<file path="src/rtl/mips_ctrl_pkg.sv">
// Shared encodings for the multi-cycle MIPS control path: opcodes, FSM states,
// PC source selects and the opcode classes produced by the decoder.
package mips_ctrl_pkg;

    localparam logic [5:0] OP_RTYPE = 6'h00;
    localparam logic [5:0] OP_J     = 6'h02;
    localparam logic [5:0] OP_JAL   = 6'h03;
    localparam logic [5:0] OP_BEQ   = 6'h04;
    localparam logic [5:0] OP_BNE   = 6'h05;
    localparam logic [5:0] OP_ADDI  = 6'h08;
    localparam logic [5:0] OP_ADDIU = 6'h09;
    localparam logic [5:0] OP_SLTI  = 6'h0A;
    localparam logic [5:0] OP_SLTIU = 6'h0B;
    localparam logic [5:0] OP_ANDI  = 6'h0C;
    localparam logic [5:0] OP_ORI   = 6'h0D;
    localparam logic [5:0] OP_XORI  = 6'h0E;
    localparam logic [5:0] OP_LUI   = 6'h0F;
    localparam logic [5:0] OP_LW    = 6'h23;
    localparam logic [5:0] OP_LBU   = 6'h24;
    localparam logic [5:0] OP_LHU   = 6'h25;
    localparam logic [5:0] OP_SB    = 6'h28;
    localparam logic [5:0] OP_SH    = 6'h29;
    localparam logic [5:0] OP_SW    = 6'h2B;
    localparam logic [5:0] OP_LL    = 6'h30;

    localparam logic [5:0] FN_JR    = 6'h08;

    localparam logic [1:0] PC_PLUS4  = 2'b00;
    localparam logic [1:0] PC_BRANCH = 2'b01;
    localparam logic [1:0] PC_JUMP   = 2'b10;
    localparam logic [1:0] PC_JR     = 2'b11;

    typedef enum logic [2:0] {
        S_FETCH  = 3'd0,
        S_DECODE = 3'd1,
        S_EXEC   = 3'd2,
        S_MEM    = 3'd3,
        S_WB     = 3'd4
    } state_t;

    typedef enum logic [3:0] {
        CL_RTYPE,
        CL_JR,
        CL_IALU,
        CL_LOAD,
        CL_STORE,
        CL_BR,
        CL_J,
        CL_JAL,
        CL_ILLEGAL
    } op_class_t;

endpackage

</file>
<file path="src/rtl/mips_op_decode.sv">
// Combinational opcode classifier: maps opcode/funct of the held instruction
// onto the coarse class the sequencer steps on.
module mips_op_decode
    import mips_ctrl_pkg::*;
(
    input  logic [5:0] opcode,
    input  logic [5:0] funct,
    output op_class_t  op_class
);

    always_comb begin
        case (opcode)
            OP_RTYPE:                       op_class = (funct == FN_JR) ? CL_JR : CL_RTYPE;
            OP_ADDI, OP_ADDIU, OP_SLTI, OP_SLTIU,
            OP_ANDI, OP_ORI, OP_XORI, OP_LUI: op_class = CL_IALU;
            OP_LW, OP_LBU, OP_LHU, OP_LL:   op_class = CL_LOAD;
            OP_SB, OP_SH, OP_SW:            op_class = CL_STORE;
            OP_BEQ, OP_BNE:                 op_class = CL_BR;
            OP_J:                           op_class = CL_J;
            OP_JAL:                         op_class = CL_JAL;
            default:                        op_class = CL_ILLEGAL;
        endcase
    end

endmodule

</file>
<file path="src/rtl/multicycle_sequencer.sv">
// Multi-cycle MIPS control FSM: FETCH/DECODE/EXEC/MEM/WB with a req/ready
// memory handshake. Strobes are decoded combinationally from state and IR.
module multicycle_sequencer
    import mips_ctrl_pkg::*;
#(
    parameter int unsigned RA_REG = 31
) (
    input  logic        clk,
    input  logic        rst,
    input  logic [31:0] instruction,
    input  logic        mem_ready,
    input  logic        zero,
    output logic        mem_req,
    output logic        memRead,
    output logic        memWr,
    output logic        irWr,
    output logic        pcWr,
    output logic [1:0]  pcSrc,
    output logic        aluSrcImm,
    output logic        regWr,
    output logic [4:0]  rd,
    output logic [2:0]  state,
    output logic        illegal
);

    localparam logic [4:0] RA_ADDR = 5'(RA_REG);

    state_t      state_q;
    logic [31:0] ir_q;
    op_class_t   cls;

    logic unused_ir;
    assign unused_ir = ^{ir_q[25:21], ir_q[10:6]};

    mips_op_decode u_decode (
        .opcode   (ir_q[31:26]),
        .funct    (ir_q[5:0]),
        .op_class (cls)
    );

    // NOTE: sequential state uses non-blocking assignments so every register
    // samples pre-edge values regardless of statement order.
    always_ff @(posedge clk) begin
        if (rst) begin
            state_q <= S_FETCH;
            ir_q    <= '0;
        end else begin
            case (state_q)
                S_FETCH: begin
                    if (mem_ready) begin
                        ir_q    <= instruction;
                        state_q <= S_DECODE;
                    end
                end
                S_DECODE: state_q <= (cls == CL_ILLEGAL) ? S_FETCH : S_EXEC;
                S_EXEC: begin
                    case (cls)
                        CL_RTYPE, CL_IALU:  state_q <= S_WB;
                        CL_LOAD, CL_STORE:  state_q <= S_MEM;
                        default:            state_q <= S_FETCH;
                    endcase
                end
                S_MEM: begin
                    if (mem_ready)
                        state_q <= (cls == CL_LOAD) ? S_WB : S_FETCH;
                end
                S_WB:    state_q <= S_FETCH;
                default: state_q <= S_FETCH;
            endcase
        end
    end

    // NOTE: every output gets a default before the case so no path leaves a
    // value unassigned, which would otherwise infer a latch.
    always_comb begin
        mem_req   = 1'b0;
        memRead   = 1'b0;
        memWr     = 1'b0;
        irWr      = 1'b0;
        pcWr      = 1'b0;
        pcSrc     = PC_PLUS4;
        aluSrcImm = 1'b0;
        regWr     = 1'b0;
        rd        = '0;
        illegal   = 1'b0;
        state     = state_q;

        case (state_q)
            S_FETCH: begin
                mem_req = 1'b1;
                memRead = 1'b1;
                if (mem_ready) begin
                    irWr = 1'b1;
                    pcWr = 1'b1;
                end
            end
            S_DECODE: illegal = (cls == CL_ILLEGAL);
            S_EXEC: begin
                case (cls)
                    CL_IALU, CL_LOAD, CL_STORE: aluSrcImm = 1'b1;
                    CL_BR: begin
                        pcSrc = PC_BRANCH;
                        pcWr  = (ir_q[31:26] == OP_BNE) ? !zero : zero;
                    end
                    CL_J: begin
                        pcWr  = 1'b1;
                        pcSrc = PC_JUMP;
                    end
                    CL_JAL: begin
                        pcWr  = 1'b1;
                        pcSrc = PC_JUMP;
                        regWr = 1'b1;
                        rd    = RA_ADDR;
                    end
                    CL_JR: begin
                        pcWr  = 1'b1;
                        pcSrc = PC_JR;
                    end
                    default: ;
                endcase
            end
            S_MEM: begin
                mem_req = 1'b1;
                memRead = (cls == CL_LOAD);
                memWr   = (cls == CL_STORE);
            end
            S_WB: begin
                regWr = 1'b1;
                rd    = (cls == CL_RTYPE) ? ir_q[15:11] : ir_q[20:16];
            end
            default: ;
        endcase

        // Reset wins over everything, including a request held mid-handshake.
        if (rst) begin
            mem_req   = 1'b0;
            memRead   = 1'b0;
            memWr     = 1'b0;
            irWr      = 1'b0;
            pcWr      = 1'b0;
            pcSrc     = PC_PLUS4;
            aluSrcImm = 1'b0;
            regWr     = 1'b0;
            rd        = '0;
            illegal   = 1'b0;
            state     = '0;
        end
    end

endmodule

</file>
<file path="config.mk">
export PLATFORM = sky130hd
export DESIGN_NAME = multicycle_sequencer
export DESIGN_NICKNAME = d
export VERILOG_FILES = /design/src/rtl/mips_ctrl_pkg.sv /design/src/rtl/mips_op_decode.sv /design/src/rtl/multicycle_sequencer.sv
export SDC_FILE = /design/constraint.sdc
export NUM_CORES = 1
export LEC_CHECK = 0
export CORE_MARGIN = 10
export CORE_UTILIZATION = 45
export CTS_CLUSTER_SIZE = 28
export DETAILED_ROUTE_END_ITERATION = 6
export PLACE_DENSITY_LB_ADDON = 0.08
export SETUP_SLACK_MARGIN = 0.05
export SLEW_MARGIN = 20
export SYNTH_ARGS = -nofsm -noshare
export SYNTH_HDL_FRONTEND = slang
export SYNTH_HIERARCHICAL = 1
export SYNTH_SLANG_ARGS = --single-unit
</file>
<file path="constraint.sdc">
create_clock -name clk -period 3.4 [get_ports clk]
set_clock_uncertainty 0.05 [all_clocks]
set_input_delay 0.68 -clock clk [delete_from_list [all_inputs] [get_ports clk]]
set_output_delay 0.68 -clock clk [all_outputs]
set_load 0.02 [all_outputs]
</file>
==> Yosys cells after proc, flatten, opt, wreduce, memory -nomap -nowiden <==
Cells that the tools add are included.
{ "op_classes": {"mux": 37, "n_eq_ne": 34, "n_reduce_logical": 16} }
{ "op_table": {"columns": ["op", "n"], "rows": [
  ["$eq 6x4->1 const B", 9],
  ["$eq 6x6->1 const B", 7],
  ["$pmux 4 s7", 1],
  ["$mux 1", 18],
  ["$eq 4x3->1 const B", 4],
  ["$mux 5", 3],
  ["$eq 6x2->1 const B", 2],
  ["$eq 6x3->1 const B", 2],
  ["$mux 3", 4],
  ["$pmux 3 s4", 1],
  ["$pmux 5 s2", 1],
  ["$reduce_or 2->1", 5],
  ["$reduce_or 3->1", 3],
  ["$eq 4x2->1 const B", 2],
  ["$pmux 1 s2", 4],
  ["$reduce_or 8->1", 1],
  ["$eq 3x2->1 const B", 2],
  ["$logic_not 6->1", 1],
  ["$mux 2", 3],
  ["$pmux 2 s3", 1],
  ["$pmux 3 s2", 1],
  ["$eq 4x1->1 const B", 1],
  ["$eq 4x4->1 const B", 1],
  ["$logic_not 4->1", 1],
  ["7 further kinds", 9]
]} }
{ "totals": {"out_inout_bits": 18, "word_cells": 89, "reg_bits": 35, "input_bits": 36} }

==> Depth between registers and ports, before layout <==
Gate-level depths: netlist of the first run.
{ "depth": {"ltp_word": 8, "ltp_mapped": 9} }

==> Cells and area by module <==
Netlist of the first run, hierarchy kept.
{ "by_module_without_submodules": {"columns": ["module", "cells_per_inst", "seq_area_each_um2", "n_inst", "area_per_inst_um2"], "rows": [
  ["multicycle_sequencer", 186, 500.5, 1, 1371.3],
  ["mips_op_decode", 32, 0.0, 1, 206.4]
]} }

==> Worst setup path after synthesis of the first run <==
No wires, ideal clock.
{ "synth_path": {"kind": "register -> output", "start": "register ir_q[30]", "end": "output regWr", "stages_incl_launch_ff": 9, "setup_slack_ns": 0.322, "arrival_ns": 2.348, "cell_sequence": "dfxtp_1 > or3b_1 > o21ai_1 > a21oi_1 > o32ai_1 > buf_2 > and2_1 > nand4b_1 > a211oi_1"} }
{ "synth_between": {"elab_chain_cells": 7} }
{ "synth_rtl": {"columns": ["item", "line_no", "rtl"], "rows": [
  ["from (decl)", "multicycle_sequencer.sv:29", "logic [31:0] ir_q;"],
  ["from (signal assigned)", "multicycle_sequencer.sv:51", "ir_q <= instruction;"],
  ["$eq 6x4->1, or another cell as far along", "mips_op_decode.sv:12", "case (opcode)"],
  ["$reduce_or 8->1, or another cell as far along", "mips_op_decode.sv:12", null],
  ["$pmux 4 s7 *", "mips_op_decode.sv:12", null],
  ["via cls[1]", "multicycle_sequencer.sv:30", "op_class_t cls;"],
  ["$eq 4x3->1 *", "multicycle_sequencer.sv:99", "case (cls)"],
  ["$mux 1 *", "multicycle_sequencer.sv:99", null],
  ["$pmux 1 s2 *", "multicycle_sequencer.sv:88", "case (state_q)"],
  ["$mux 1 *", "multicycle_sequencer.sv:135", "if (rst) begin"],
  ["to (decl)", "multicycle_sequencer.sv:20", "output logic regWr,"]
]} }
Mark *: on every way through the listed nets, which the timed path passes. The rest lies on a longest branch.

==> Worst setup path in the final report of the first run <==
{ "layout_path": {"start": "register ir_q[26]", "end": "output rd[0]"} }
{ "layout_between": {"elab_chain_cells": 7} }
{ "layout_rtl": {"columns": ["item", "line_no", "rtl"], "rows": [
  ["$eq 6x4->1, or another cell as far along", "mips_op_decode.sv:12", null],
  ["$reduce_or 8->1, or another cell as far along", "mips_op_decode.sv:12", null],
  ["$pmux 4 s7 *", "mips_op_decode.sv:12", null],
  ["via cls[2]", "multicycle_sequencer.sv:30", null],
  ["$eq 4x3->1 or $logic_not 4->1 (tied branches)", "multicycle_sequencer.sv:99, multicycle_sequencer.sv:129", null],
  ["$mux 5, on equally long branches", "multicycle_sequencer.sv:99, multicycle_sequencer.sv:129", null],
  ["$pmux 5 s2 *", "multicycle_sequencer.sv:88", null],
  ["$mux 5 *", "multicycle_sequencer.sv:135", null],
  ["to (decl)", "multicycle_sequencer.sv:21", "output logic [4:0] rd,"]
]} }
Marks and branches as above.

==> results of run 1 <==
power breakdown:
| group | internal (µW) | switching, µW |
|---|---|---|
| Sequential | 316 | 19.5 |
| Combinational | 146 | 140 |
| Clock | 48.0 | 95.3 |
| Total | 510 | 255 |
cells in the mapped netlist, drive strengths merged:
cell type / instances / share of area
nand4b: 1 / 0.0056
nand2: 51 / 0.12
nor2: 12 / 0.029
nor3: 6 / 0.019
and3b: 2 / 0.011
or3b: 2 / 0.011
clkbuf: 6 / 0.015
and4: 1 / 0.0056
or2b: 1 / 0.0048
or4b: 1 / 0.0087
a221oi: 1 / 0.0056
o32a: 1 / 0.0063
a2bb2oi: 1 / 0.0056
nand3b: 2 / 0.0095
nand3: 13 / 0.041
o32ai: 1 / 0.0056
mux2: 1 / 0.0071
nor3b: 5 / 0.027
o31ai: 1 / 0.0048
inv: 6 / 0.014
o21ai: 5 / 0.016
o41ai: 2 / 0.011
o211ai: 1 / 0.0048
a31oi: 9 / 0.036
nand2b: 5 / 0.020
buf: 11 / 0.058
a21oi: 28 / 0.089
nor4: 2 / 0.012
nand4: 1 / 0.0040
o21bai: 2 / 0.0095
dfxtp: 25 / 0.32
nor2b: 3 / 0.012
nor4b: 3 / 0.026
o22ai: 1 / 0.0040
and2: 1 / 0.0040
or4: 1 / 0.0048
a211oi: 2 / 0.0095
xor2: 1 / 0.0056
timing repair:
action,in CTS,in global routing
pin swaps,3,3
setup buffers,2,0
endpoints found under the setup margin,13,10
resized for setup,32,29
gates cloned,0,0
flip-flops by register name, summed over array words and instances (netlist names):
register  count
state_q       3
ir_q         22
layer usage:
| layer | part of all wire | GRT usage |
|---|---|---|
| met1 | 0.49 | 0.171 |
| met2 | 0.46 | 0.205 |
| met3 | 0.055 | 0.0293 |
| met4 | 0.0034 | 0.0394 |
| met5 | 0 | 0 |
area by class of cell:
cell class,instances,area [µm²]
clock inverter,1,8.76
timing repair buffer,71,613
fill,352,1180
inverter,6,22.5
sequential,25,504
clock buffer,3,22.5
multi-input combinational,170,956
tap,46,57.6
worst max-delay path by stage:
stage             start      end  slack, ps  cells past startpoint
3_3_place_gp    ir_q[0]    rd[1]         -9                      8
3_5_place_dp    ir_q[0]    rd[0]        -20                      8
2_1_floorplan  ir_q[30]    regWr        320                      8
5_1_grt        ir_q[26]  memRead         30                     10
6_report       ir_q[26]    rd[0]        180                     10
4_1_cts        ir_q[26]    rd[0]         10                     11
per-stage QoR:
step           TNS (ps)  power (µW)
2_1_floorplan         0         506
3_3_place_gp      -8.67         609
3_5_place_dp      -48.1         610
4_1_cts               0         770
5_1_grt               0         815
6_report              0         765
critical path, stage by stage (launching register included):
cell and delay (ps):
dfxtp_2 370, buf_4 130, nand2b_1 130, a31oi_1 160
a2bb2oi_1 200, nor2_2 100, buf_12 130, or4_4 550
nand3_1 110, a31oi_1 110, buf_4 180
kinds of logic (layout without fill, tap and decap cells):
logic type,Yosys count,in the layout
XOR/XNOR,1,1
buffers and inverters,23,81
AO/OA/AOI/OAI,55,55
flip-flops,25,25
multiplexers,1,1
AND/OR/NAND/NOR,113,113
==> impl_metrics.ini, run 1 <==
[timing]
slew_violations = 0
period_share = 0.947
fmax_ghz = 0.311
setup_ws_ps = 180
tightest_slew_ps = 562
hold_viol_final = 0
whs_ps = 412
period_minus_slack_ps = 3220
relSlewSlack = 0.624
setup_viol = 0
rsz0062_at_grt = yes

[critical_path]
critPathKind = reg2out
cp-end-kind = primary output
r2r-end = state_q[0]
crit_fanout = 5
reg2reg_depth = 8
arrival_ps = 2490
critPathLaunchType = register
rr_startpoint = ir_q[0]
crit_required_ps = 2670
reg2reg_setup_slack_ps = 1370

[cells_and_area]
antenna_cells = 0
syn2layout_area_growth_pct = 38.5
final_cells = 322
final_cell_area_um2 = 2180
nNetsFinal = 313
fin_util = 0.650
final_common_cell = nand2_1
drive_gt1_frac = 0.199
layout_common_cells = nand2_1, clkdlybuf4s50_1, buf_4

[min_path]
whs_path_depth = 2
min_to = ir_q[3]
hold_class = reg2reg
worstHoldStart = ir_q[3]

[place]
place_area_um2 = 2150
gp_congestion = 0.840
post-dp-hpwl_um = 3110
placedCellCount = 316
io_buffers = 43
pre_cts_slack_ps = -24.7

[routing]
drtIter0Drc = 142
vias = 1645
drc = 0
wirelength_um = 4150
antenna_left = 0
wl_per_cell_um = 12.9
via_per_inst = 5.11
dr.pass1.iters = 4

[global_routing]
grt_pass1_wl_um = 6980
grt_max_degree = 32
grt_usage = 0.130
overflow = 0
grt_pass1_vias = 1542
antenna_found_initial = 0

[floorplan]
rows = 21
die_width_um = 79.2
die_h_um = 79.2
io_pins = 54
initial_core_util = 0.469
coreArea_um2 = 3360
die-area_um2 = 6270

[clock_tree]
hold_buffers = 0
cts_buffers = 3
cts.reportedPaths.clkPinSlew_ps = 140
clk_latency_ps = 320
cts_buffer_depth = 2
clkSinkCount = 25
htreeDepth = 1
cts_tree = done
root_buffer = clkbuf_4

[power_and_ir_drop]
ir_drop_v = 0.000248
power_density_nw_per_um2 = 350
p_leak_uw = 0.000857

[yosys]
synth_top_family_by_area = simple AND/OR/NAND/NOR gates
yosysWarnings = 6
netlist_instances = 218
synthAdderAreaFrac = 0
yosys.area_share.simple = 0.376
synth-seq-cells = 25
synth_nets = 254
syn_area_per_cell_um2 = 7.24
seq_area_frac_synth = 0.317
synthXorXnorAreaFrac = 0.00555
netlist_area_um2 = 1580
muxShareOfSynthArea = 0.00714
synth_compound_area_frac = 0.207
synth_cell_types = 47

[run_status]
status = completed

[run]
max-cap-violations = 0
(Power assumes the default switching activity.)
==> inputs of run 2 (changes only) <==
--- a/config.mk
+++ b/config.mk
@@ -6,7 +6,7 @@
 export NUM_CORES = 1
 export LEC_CHECK = 0
 export CORE_MARGIN = 10
-export CORE_UTILIZATION = 45
+export CORE_UTILIZATION = 35
 export CTS_CLUSTER_SIZE = 28
 export DETAILED_ROUTE_END_ITERATION = 6
 export PLACE_DENSITY_LB_ADDON = 0.08
==> impl_metrics.ini, run 2 (synthesized netlist as in run 1, its figures left out) <==
[global_routing]
grt_pass1_wl_um = 7800
overflow = 0
antenna_found_initial = 0
grt_max_degree = 23
grt_usage = 0.123
grt_pass1_vias = 1689

[place]
io_buffers = 43
post-dp-hpwl_um = 3310
gp_congestion = 0.799
placedCellCount = 318

[floorplan]
coreArea_um2 = 4350
initial_core_util = 0.362
die_h_um = 87.1
io_pins = 54
die-area_um2 = 7590
die_width_um = 87.1
rows = 24

[critical_path]
reg2reg_depth = 12
arrival_ps = 2530
rr_startpoint = ir_q[27]
cp-end-kind = primary output
critPathKind = reg2out
r2r-end = state_q[0]
crit_required_ps = 2670
critPathLaunchType = register
crit_fanout = 8
crit_start = ir_q[27]
reg2reg_setup_slack_ps = 1180

[cells_and_area]
regArea_um2 = 510
nNetsFinal = 315
antenna_cells = 0
reg.largest.list = ir_q x22, state_q x3
largest_reg_flops = 22
syn2layout_area_growth_pct = 42.9
final_common_cell = nand2_1
layout_common_cells = nand2_1, buf_4, clkdlybuf4s50_1
fill_cells = 455
multi_input_area_um2 = 988
final_cells = 330
top_register = ir_q
drive_gt1_frac = 0.219

[clock_tree]
root_buffer = clkbuf_8
cts_tree = done
cts_buffer_depth = 2
clk_latency_ps = 270
clkSinkCount = 25
cts.reportedPaths.clkPinSlew_ps = 90
htreeDepth = 1
cts_buffers = 3

[run]
max-cap-violations = 0

[min_path]
hold_class = reg2reg
min_to = ir_q[13]
worstHoldStart = ir_q[13]
whs_path_depth = 2

[power_and_ir_drop]
clkPwrFrac = 0.216
ir_drop_v = 0.000213
intPower_uw = 549
sw_frac_of_total = 0.323
combPwrFrac = 0.370
p_leak_uw = 0.000910
power_density_nw_per_um2 = 360
power.switching_uw = 262
seqPwrFrac = 0.414

[timing]
period_share = 0.959
hold_viol_final = 0
finalSetupTns_ps = 0
fmax_ghz = 0.307
rsz0062_at_grt = yes
tightest_slew_ps = 605
setup_viol = 0
slew_violations = 0
relSlewSlack = 0.595
period_minus_slack_ps = 3260

[routing]
via_per_inst = 5.15
vias = 1700
wl_per_cell_um = 14.0
drtIter0Drc = 178
drc = 0
antenna_left = 0
wirelength_um = 4630
dr.pass1.iters = 4

[run_status]
status = completed
## run 2: changes by cell type in the layout (fill, tap and decap cells not counted), sizes merged
cell	change
dlymetal6s2s	+2
dlygate4sd2	-1
clkinv	+1
buf	+1
inv	-1
## run 2: how the worst max path moves through the flow
| stage | to | slack [ps] | depth (start not counted) |
|---|---|---|---|
| 6_report | pcWr | 140 | 12 |
| 5_1_grt | rd[1] | 40 | 8 |
| 4_1_cts | rd[0] | 70 | 8 |
| 3_5_place_dp | rd[1] | 10 | 6 |
| 3_3_place_gp | regWr | 20 | 10 |
| 2_1_floorplan | regWr | 320 | 8 |
## run 2: repair_timing
action                     4_1_cts  5_1_grt
hold buffers                     0        0
setup endpoints to repair       12       12
gates resized for setup         35       31
pin swaps                        2        5
buffers inserted                 4        4
## run 2: power groups by stage
stage / Sequential [µW] / Combinational [µW] / Clock, µW
detailed placement: 342 / 268 / 0
CTS: 336 / 285 / 180
floorplan: 338 / 168 / 0
global route: 339 / 332 / 194
global placement: 342 / 266 / 0
finish: 336 / 300 / 175
## run 2: final cells by class
cell class / instances / share of cell area
flip-flops and latches: 25 / 0.226
clock buffers: 3 / 0.0183
well taps: 52 / 0.0289
inverters: 6 / 0.00999
repair buffers: 73 / 0.276
clock inverters: 1 / 0.00222
multi-input cells: 170 / 0.438
## run 2: through the flow
stage / setup WS (ps) / hold WS (ps) / utilization / cell area, µm² / total power [µW]
3_5_place_dp: 12.2 / 397 / 0.488 / 2120 / 611
4_1_cts: 67.6 / 409 / 0.503 / 2190 / 801
3_3_place_gp: 23.9 / 396 / 0.488 / 2120 / 608
2_1_floorplan: 322 / 382 / - / 1580 / 506
5_1_grt: 43.8 / 431 / 0.518 / 2250 / 865
6_report: 139 / 411 / 0.518 / 2250 / 811
## run 2: worst max-delay path, stage by stage (launching register included)
cell      delay, ps
dfxtp_4         370
clkbuf_2        140
buf_4           150
nand3b_1         90
o21ai_1          70
a21oi_1         150
o32ai_1         100
buf_4           180
buf_4           170
or3b_2          450
a31oi_1         150
o31ai_1          90
buf_2           160
## run 2: layer usage
metal  vias to the layer above  track usage  routed length [µm]  share of wire
li1                        888            -                   -              -
met4                         0       0.0406                  53          0.011
met2                        36        0.197                2180           0.47
met3                         4       0.0346                 271          0.058
met1                       772        0.155                2130           0.46
met5                         -            0                   0              0
==> inputs of run 3 (changes only) <==
--- a/config.mk
+++ b/config.mk
@@ -11,7 +11,7 @@
 export DETAILED_ROUTE_END_ITERATION = 6
 export PLACE_DENSITY_LB_ADDON = 0.08
 export SETUP_SLACK_MARGIN = 0.05
-export SLEW_MARGIN = 20
+export SLEW_MARGIN = 40
 export SYNTH_ARGS = -nofsm -noshare
 export SYNTH_HDL_FRONTEND = slang
 export SYNTH_HIERARCHICAL = 1
==> constraint.sdc (replaced) <==
create_clock -name clk -period 3.9 [get_ports clk]
set_clock_uncertainty 0.05 [all_clocks]
set_input_delay 0.78 -clock clk [delete_from_list [all_inputs] [get_ports clk]]
set_output_delay 0.78 -clock clk [all_outputs]
set_load 0.02 [all_outputs]
==> impl_metrics.ini, run 3 (synthesized netlist as in run 1, its figures left out) <==
[critical_path]
critPathLaunchType = register
arrival_ps = 2770
crit_end = rd[3]
crit_required_ps = 3070
crit_fanout = 9
critPathKind = reg2out
reg2reg_setup_slack_ps = 1670
r2r-end = state_q[0]
crit_start = ir_q[26]
rr_startpoint = ir_q[29]
reg2reg_depth = 9
cp-end-kind = primary output

[global_routing]
use_met3 = 0.0300
grt_most_used_layer = met2
antenna_found_initial = 0
grt_pass1_wl_um = 6960
grt.met1_usage = 0.140
grt_pass1_vias = 1512
grt_usage = 0.107
grt_max_degree = 34
overflow = 0
met2_usage = 0.169

[floorplan]
io_pins = 54
die_width_um = 87.1
die-area_um2 = 7590
rows = 24
die_h_um = 87.1
initial_core_util = 0.362
coreArea_um2 = 4350

[min_path]
hold_class = reg2reg

[power_and_ir_drop]
sw_frac_of_total = 0.329
intPower_uw = 448
ir_drop_v = 0.000144
combPwrFrac = 0.310
power_density_nw_per_um2 = 315
p_total_uw = 668
p_leak_uw = 0.000866
seqPwrFrac = 0.451
clkPwrFrac = 0.239
power.switching_uw = 220

[place]
gp_congestion = 0.750
post-dp-hpwl_um = 3040
pre_cts_slack_ps = 256
io_buffers = 43
place_area_um2 = 2030

[cells_and_area]
drive_gt1_frac = 0.0856
final_cell_area_um2 = 2120
layout_common_cells = nand2_1, clkdlybuf4s50_1, a21oi_1
regArea_um2 = 502
reg.largest.list = ir_q x22, state_q x3
antenna_cells = 0
final_common_cell = nand2_1
multi_input_area_um2 = 970
top_register = ir_q
nNetsFinal = 294
syn2layout_area_growth_pct = 34.5
largest_reg_flops = 22
fill_cells = 439

[routing]
antenna_left = 0
drc = 0
vias = 1584
dr.pass1.iters = 4
wl_per_cell_um = 13.5
drtIter0Drc = 87
via_per_inst = 5.13
wirelength_um = 4160

[clock_tree]
htreeDepth = 1
cts_tree = done
cts.reportedPaths.clkPinSlew_ps = 90
root_buffer = clkbuf_8
clkSinkCount = 25
clk_latency_ps = 270
cts_buffer_depth = 2
hold_buffers = 0
cts_buffers = 3

[timing]
tightest_slew_ps = 620
period_minus_slack_ps = 3600
setup_ws_ps = 302
finalSetupTns_ps = 0
slew_violations = 0
hold_viol_final = 0
rsz0062_at_grt = no
period_share = 0.923
setup_viol = 0
fmax_ghz = 0.278
relSlewSlack = 0.585

[run_status]
status = completed

[run]
max-cap-violations = 0
==> run 3: cell count changes in the layout (fill, tap and decap cells not counted), moves of 2 or more <==
| cell | before | now |
|---|---|---|
| buf_2 | 4 | 0 |
| buf_4 | 31 | 9 |
| clkbuf_2 | 3 | 0 |
| clkdlybuf4s50_1 | 30 | 34 |
| dfxtp_1 | 21 | 24 |
| dfxtp_4 | 2 | 0 |
| dlymetal6s2s_1 | 2 | 7 |
==> run 3: cell type report <==
type                            count  area share
Multi-Input combinational cell    170       0.457
Timing Repair Buffer               52       0.242
Sequential cell                    25       0.236
Tap cell                           52      0.0307
Clock buffer                        3      0.0195
Inverter                            6      0.0106
Clock inverter                      1     0.00413
==> run 3: layer usage <==
metal / share of wire / vias up / wire (µm)
met5: 0 / - / 0
met4: 0.0053 / 0 / 22
met1: 0.49 / 705 / 2020
li1: - / 855 / -
met2: 0.46 / 22 / 1930
met3: 0.044 / 2 / 184
==> run 3: metrics by stage <==
step / std cells / hold WS [ps] / utilization
floorplan: 218 / 382 / -
global placement: 305 / 395 / 0.465
detailed placement: 305 / 398 / 0.465
CTS: 309 / 413 / 0.480
global route: 309 / 430 / 0.487
finish: 309 / 407 / 0.487
==> run 3: power by group through the flow <==
stage	sequential (µW)	clock (µW)	combinational (µW)
floorplan	294	0	147
global placement	306	0	201
detailed placement	306	0	201
CTS	300	166	208
global route	305	178	230
finish	301	160	207
==> run 3: worst min path at each step <==
stage / from / end / depth (start not counted)
3_3_place_gp: ir_q[3] / ir_q[3] / 2
5_1_grt: ir_q[17] / ir_q[17] / 2
6_report: ir_q[3] / ir_q[3] / 2
4_1_cts: ir_q[13] / ir_q[13] / 2
3_5_place_dp: ir_q[13] / ir_q[13] / 2
2_1_floorplan: ir_q[3] / ir_q[3] / 2
==> run 3: what timing repair did <==
action / 4_1_cts / 5_1_grt
endpoints found under the setup margin: 8 / 9
pin swaps: 0 / 1
gates resized for setup: 5 / 9
buffers inserted: 0 / 0
==> run 3: critical path: stages (launching register included) <==
cell           delay (ps)
dfxtp_1               390
or3b_1                450
o32a_1                450
or4_1                 660
nand3_1               130
a31oi_1                90
dlygate4sd2_1         340
